`src/rtl/universal_counter_4b.sv`:
```
// -----------------------------------------------------------------------------
// universal_counter_4b
//
// Loadable, bidirectional, wrapping up/down counter with hold.
//
// Ports
//   data     in   WIDTH  parallel load value, captured when load = 1
//   load     in   1      synchronous load enable (beats pause and incr)
//   incr     in   1      direction: 1 = up, 0 = down
//   pause    in   1      hold the current value (ignored while load = 1)
//   clock    in   1      rising-edge clock
//   counter  out  WIDTH  registered count
//   reset_n  in   1      asynchronous active-low clear
//
// Reset sits last in the port list so older positional hookups of the first
// six ports stay valid.
// -----------------------------------------------------------------------------
module universal_counter_4b #(
    parameter int WIDTH = 4
) (
    input  logic [WIDTH-1:0] data,
    input  logic             load,
    input  logic             incr,
    input  logic             pause,
    input  logic             clock,
    output logic [WIDTH-1:0] counter,
    input  logic             reset_n
);

    // Next-state selection, in priority order: load, hold, up, down.
    // Unsigned WIDTH-bit arithmetic wraps silently in both directions.
    logic [WIDTH-1:0] count_next;

    always_comb begin
        count_next = counter;
        if (load)
            count_next = data;
        else if (pause)
            count_next = counter;
        else if (incr)
            count_next = counter + WIDTH'(1);
        else
            count_next = counter - WIDTH'(1);
    end

    // The output is the register itself; no input reaches counter without
    // passing through this flop.
    always_ff @(posedge clock or negedge reset_n) begin
        if (!reset_n)
            counter <= '0;
        else
            counter <= count_next;
    end

endmodule

```
`config.mk`:
```
export PLATFORM = sky130hd
export DESIGN_NAME = universal_counter_4b
export DESIGN_NICKNAME = d
export VERILOG_FILES = /design/src/rtl/universal_counter_4b.sv
export SDC_FILE = /design/constraint.sdc
export NUM_CORES = 1
export LEC_CHECK = 0
export ABC_CLOCK_PERIOD_IN_PS = 1200
export CAP_MARGIN = 0
export CORE_AREA = 2 2 39 41
export DETAILED_ROUTE_END_ITERATION = 12
export DIE_AREA = 0 0 41 43
export GPL_ROUTABILITY_DRIVEN = 0
export GPL_TIMING_DRIVEN = 0
export PLACE_DENSITY = 0.59
export SYNTH_ARGS = -nofsm -noshare
export SYNTH_HDL_FRONTEND = slang
export SYNTH_SLANG_ARGS = --single-unit
```
`constraint.sdc`:
```
create_clock -name clock -period 1.2 [get_ports clock]
set_input_delay 0.24 -clock clock [delete_from_list [all_inputs] [get_ports clock]]
set_output_delay 0.24 -clock clock [all_outputs]
set_load 0.02 [all_outputs]
```
# Yosys cells after proc, flatten, opt, wreduce, memory -nomap -nowiden
# Cells that the tools add are included.
# word_totals
register_bits	4
output_inout_bits	4
word_cells	7
# op_classes
addsub	2
n_eq_ne	1
n_mux	3
# op_table
op	count
4-bit 2-to-1 mux	3
4-bit by 1-bit adder with 4-bit output, second input constant	1
4-bit by 1-bit subtractor with 4-bit output, second input constant	1
2-bit != test, second input constant	1

# Logic depth before layout (Yosys ltp)
# Gate-level depths: netlist of the first run.
# logic_depth
word_depth	4
ltp_mapped	5
mapped_depth_nobuf	5

# Worst setup path before layout of the first run
# No wires, ideal clock.
# synth_timing
kind	reg-to-reg
start	register counter[1]
end	register counter[3]
arrival_time_ps	1361
required_time_ps	1129
setup_slack_ps	-231
path_stages_with_launch	5
n_path_buf	0
synth_period_minus_slack_ps	1431
cell_sequence	dfrtp_1 -> ha_1 -> a21o_2 -> a221o_1 -> nand4_1
# synth_between
elab_chain_len	4
# synth_lines
element	line_no	text
start, declared	26	output logic [WIDTH-1:0] counter,
start signal, assigned	52	counter <= count_next;
4-bit by 1-bit subtractor with 4-bit output / 4-bit by 1-bit adder with 4-bit output (equally long branches)	43, 41	
4-bit 2-to-1 mux *	40	else if (incr)
4-bit 2-to-1 mux *	38	else if (pause)
4-bit 2-to-1 mux *	36	if (load)
# Mark *: on every way between the ends. The rest lies on a longest branch, timed or not. The select of a mux whose other input is x is not followed.
# A chain may end at the register's enable or synchronous reset.

# Worst setup path after layout of the first run
# Ends and elaborated chain as after synthesis.

==> results of run 1 <==
==> cells by family (layout without fill, tap and decap cells) <==
kind of cell	Yosys count	in the layout	share of synthesized area, %
compound gates	7	7	15.0
xor+xnor	2	2	5.51
fa+ha+maj	3	3	14.2
buf+inv	3	21	7.09
flops	4	4	31.5
mux	2	2	6.30
simple gates	11	11	20.5
==> report_power, final <==
group / leakage [nW] / internal, mW / switching (mW)
registers: 0.0458 / 0.159 / 0.0312
clock network: 0.0138 / 0.111 / 0.0493
logic: 0.165 / 0.149 / 0.116
==> Yosys cell counts (all sizes together) <==
library cell  count  area share, %
a21o              1            2.8
a21oi             1            1.6
a221o             1            3.1
buf               2            5.9
dfrtp             4             31
fa                1            6.3
ha                2            7.9
inv               1            1.2
mux2i             2            6.3
nand2             4            4.7
nand3             1            1.6
nand3b            2            4.7
nand4             1            2.0
nor3b             1            2.4
nor4b             1            2.8
o21ai             3            4.7
o2bb2ai           1            2.8
or4               1            2.4
xor2              2            5.5
==> metal layers <==
layer / up-vias / part of all wire [%] / global-route usage, %
li1: 155 / - / -
met1: 138 / 44 / 14.1
met2: 10 / 49 / 15.6
met3: 0 / 7.3 / 3.14
met4: 0 / 0 / 8.00
met5: - / 0 / 0
==> path summary, 6_finish.rpt <==
| check | endpoint | slack (ns) | startpoint |
|---|---|---|---|
| setup / recovery | counter[3] | -0.10 | counter[1] |
| hold / removal | counter[3] | 0.21 | reset_n |
| setup reg to reg | counter[3] | -0.10 | counter[1] |
| hold reg to reg | counter[3] | 0.62 | counter[3] |
| max in group asynchronous | counter[1] | 0.81 | reset_n |
| min in group clock | counter[3] | 0.31 | pause |
==> layout make-up <==
cell class	count	area (sq um)	share of cell area, %
repair buffers	15	136	26.0
plain buffers	2	18.8	3.58
inverters	1	3.75	0.716
flip-flops and latches	4	103	19.6
well taps	16	20.0	3.82
multi-input cells	25	220	42.0
clock buffers	3	22.5	4.30
==> metrics by stage <==
step           hold slack, ns  std cells  TNS, ns
6_report                0.212         66   -0.231
4_1_cts                 0.211         64   -0.344
2_1_floorplan         -0.0556         32   -0.264
3_3_place_gp            0.455         59    -1.93
5_1_grt                 0.217         66   -0.457
3_5_place_dp            0.460         59    -2.04
==> timing repair <==
action	CTS	global route
buffers inserted	2	2
pin swaps	2	1
endpoints found under the setup margin	7	6
gates resized for setup	11	10
==> critical path: cells and delay by family (launching register included) <==
family / cells / cell delay, ns
compound gates: 2 / 0.49
flops: 1 / 0.43
fa+ha+maj: 1 / 0.22
simple gates: 1 / 0.09
==> run_results.csv, run 1 <==
group,metric,value,unit
floorplanning,dieHeight,43,um
clocking,hold_buffers,0,
routing,drt_drc_violations_left,0,
status,failed_checks,"setup timing",
setup_path,slowest_delay,0.43,ns
timing,finalHoldViolCount,0,
place,io_buffers,11,
clocking,cts_max_level,1,
timing,worst_slew_pin_slew,0.234,ns
floorplanning,io_pins,13,
routing,ant_nets,0,
routing,first_pass_iters,4,
setup_path,crit_path_top_delay_cell,"dfrtp_2",
final_layout,fin_nets,64,
synthesis,synth_warnings,0,
floorplanning,die_x,41,um
power,totalPowerFinal,0.616,mW
final_layout,area_growth,65.0,%
timing,finalSetupViolCount,3,
timing,slew_headroom,84.2,%
clocking,clk_pin_slew_worst_paths,0.04,ns
final_layout,largest_register_ffs,4,
setup_path,r2r.worst_path.cells,4,
synthesis,synth_area,318,sq um
clocking,clkSinkCount,4,
place,post-place-ws,-0.655,ns
floorplanning,num_rows,14,
setup_path,worstPathArrival,1.46,ns
synthesis,avgSynthCellArea,9.93,sq um
setup_path,critPathLaunchType,"register",
final_layout,reg_top3,"counter (4)",
synthesis,syn_inst,32,
synthesis,synth_fp_nets,44,
final_layout,mostFrequentLayoutCells,"5 x buf_4, 5 x clkdlybuf4s50_1, 4 x nand2_1",
synthesis,synth.yosys.seq_area_share,31.5,%
final_layout,layout-drive-gt1-share,36.0,%
routing,drt_iter0_markers,4,
global_route,overflow,0,
place,placed_cell_area,463,sq um
setup_path,critPathCaptureType,"register",
synthesis,yosys.cell_types.count,20,
global_route,grt_max_degree,11,
synthesis,ys_ff_latch,4,
power,ir_worst_vdd,475,uV
clocking,clk_latency,0.23,ns
power,p_leak,0.224,nW
clocking,cts_buffers,3,
routing,drt_wl_total,753,um
setup_path,crit_chain,"ha_4 > a21o_2 > a221o_1 > nand4_1",
global_route,grt_pass1_wl,1300,um
job,drv_cap,0,
setup_path,cp.required,1.36,ns
timing,finClkSkew,0.000861,ns
final_layout,diodes,0,
timing,fin_crit,1.30,ns
min_path,min_path_type,"in -> async",
clocking,cts_buffer_depth,2,
setup_path,critical_path.max_fanout,4,
timing,rsz0062_at_grt,"yes",
global_route,grt_pass1_vias,307,
status,outcome,"finished, violations left",
routing,vias_per_cell,4.59,
clocking,cts_tree,"built",
routing,wl_per_cell,11.4,um
timing,fin_ws,-0.105,ns
floorplanning,initial_core_util,23.0,%
clocking,root_buffer,"clkbuf_4",
global_route,globalRouteTotalUtil,11.2,%
global_route,antenna_found_initial,0,
timing,maxSlewViolCount,0,
floorplanning,dieArea,1760,sq um
place,hpwl,548,um
final_layout,fill_cells,155,
final_layout,fin_util,37.9,%
final_layout,fin_area,524,sq um
floorplanning,core_area,1380,sq um
timing,fmax,0.767,GHz
final_layout,top_register,"counter",
timing,period_share,109,%
setup_path,critical_path_class,"reg -> reg",
power,powerDensity,1170,nW/um^2
routing,vias,303,
(Power assumes the default switching activity.)
==> run 2, diff against run 1 <==
--- a/config.mk
+++ b/config.mk
@@ -13,6 +13,7 @@
 export GPL_ROUTABILITY_DRIVEN = 0
 export GPL_TIMING_DRIVEN = 0
 export PLACE_DENSITY = 0.59
+export RECOVER_POWER = 50
 export SYNTH_ARGS = -nofsm -noshare
 export SYNTH_HDL_FRONTEND = slang
 export SYNTH_SLANG_ARGS = --single-unit
==> run 2 against run 1 <==
The flow still finishes with violations (setup timing). Die area unchanged. Critical path type unchanged. Clock power about the same. Worst setup slack unchanged. Flip-flop and latch count unchanged. Via count unchanged. Combinational power about the same. Non-clock buffer count unchanged. Sequential share of layout area unchanged. Largest cell class unchanged. Utilization unchanged.
==> run_results.csv, run 2 (synthesis gave the netlist of run 1 again) <==
group,metric,value,unit
setup_path,r2r.worst_path.cells,4,
global_route,globalRouteTotalUtil,11.2,%
final_layout,mostFrequentLayoutCells,"5 x buf_4, 4 x nand2_1, 4 x clkdlybuf4s50_1",
final_layout,top_register,"counter",
global_route,grt_pass1_wl,1300,um
place,hpwl,548,um
floorplanning,io_pins,13,
final_layout,reg_top3,"counter (4)",
global_route,overflow,0,
clocking,root_buffer,"clkbuf_4",
routing,drt_wl_total,753,um
routing,ant_nets,0,
global_route,grt_pass1_vias,307,
floorplanning,dieArea,1760,sq um
power,p_leak,0.225,nW
timing,slew_headroom,84.2,%
routing,drt_iter0_markers,4,
clocking,cts_max_level,1,
final_layout,final_common_cell,"buf_4",
final_layout,fin_nets,64,
setup_path,worstPathArrival,1.46,ns
timing,finalHoldViolCount,0,
final_layout,area_growth,65.0,%
final_layout,diodes,0,
global_route,grt_max_degree,11,
final_layout,fin_util,37.9,%
timing,worst_slew_pin_slew,0.234,ns
floorplanning,dieHeight,43,um
timing,period_share,109,%
min_path,min_path_type,"in -> async",
setup_path,critical_path_class,"reg -> reg",
clocking,clk_latency,0.23,ns
setup_path,critPathLaunchType,"register",
timing,final.setup.tns,-0.232,ns
setup_path,critPathCaptureType,"register",
final_layout,largest_register_ffs,4,
floorplanning,core_area,1380,sq um
routing,vias_per_cell,4.59,
routing,drt_drc_violations_left,0,
clocking,clk_pin_slew_worst_paths,0.04,ns
timing,fmax,0.767,GHz
power,powerDensity,1170,nW/um^2
setup_path,critical_path.max_fanout,4,
place,io_buffers,11,
global_route,antenna_found_initial,0,
timing,rsz0062_at_grt,"yes",
status,failed_checks,"setup timing",
floorplanning,num_rows,14,
timing,fin_crit,1.30,ns
timing,fin_ws,-0.105,ns
clocking,cts_buffers,3,
clocking,hold_buffers,0,
timing,maxSlewViolCount,0,
final_layout,layout-drive-gt1-share,36.0,%
routing,vias,303,
clocking,clkSinkCount,4,
status,outcome,"finished, violations left",
floorplanning,initial_core_util,23.0,%
setup_path,cp.required,1.36,ns
clocking,cts_buffer_depth,2,
clocking,cts_tree,"built",
job,drv_cap,0,
floorplanning,die_x,41,um
timing,finClkSkew,0.000861,ns
timing,finalSetupViolCount,3,
routing,first_pass_iters,4,
power,ir_worst_vdd,475,uV
routing,wl_per_cell,11.4,um
[run 2: where the power goes]
part	leakage, nW	internal [mW]	total, mW	switching (mW)
Sequential	0.0458	0.159	0.191	0.0312
Clock	0.0138	0.111	0.161	0.0493
Combinational	0.165	0.148	0.264	0.116
[run 2: worst paths after layout]
kind / startpoint / endpoint / slack (ns)
setup / recovery: counter[1] / counter[3] / -0.10
hold / removal: reset_n / counter[3] / 0.28
setup reg to reg: counter[1] / counter[3] / -0.10
hold reg to reg: counter[3] / counter[3] / 0.62
max in group asynchronous: reset_n / counter[1] / 0.74
min in group clock: pause / counter[3] / 0.31
[run 2: what timing repair did]
action | in CTS | in global routing
cloned | 0 | 0
pin swaps | 2 | 1
hold endpoints to repair | 0 | 0
buffers inserted | 2 | 2
gates resized for setup | 11 | 10
setup endpoints to repair | 7 | 6
[run 2: layout make-up]
class,instances,area (sq um)
Multi-Input combinational cell,25,220
Inverter,1,3.75
Fill cell,155,860
Timing Repair Buffer,15,136
Tap cell,16,20.0
Clock buffer,3,22.5
Sequential cell,4,103
Buffer,2,18.8
[run 2: critical path: stages, from the launching register on]
cell     delay, ns
dfrtp_2       0.43
ha_4          0.22
a21o_2        0.18
a221o_1       0.31
nand4_1       0.09
[run 2: per-layer routing]
| layer | vias up | wire length [um] | GRT usage (%) | share of wire, % |
|---|---|---|---|---|
| met2 | 10 | 367 | 15.6 | 49 |
| met3 | 0 | 55 | 3.14 | 7.3 |
| li1 | 155 | - | - | - |
| met4 | 0 | 0 | 8.00 | 0 |
| met1 | 138 | 330 | 14.1 | 44 |
| met5 | - | 0 | 0 | 0 |
[run 2: through the flow]
step	area (sq um)	power [mW]	hold WS, ns	setup slack (ns)	std cells
floorplan	333	0.324	-0.0556	-0.131	32
global route	524	0.671	0.288	-0.168	66
finish	524	0.615	0.282	-0.105	66
CTS	498	0.589	0.211	-0.139	64
global placement	463	0.417	0.455	-0.628	59
detailed placement	463	0.422	0.460	-0.655	59
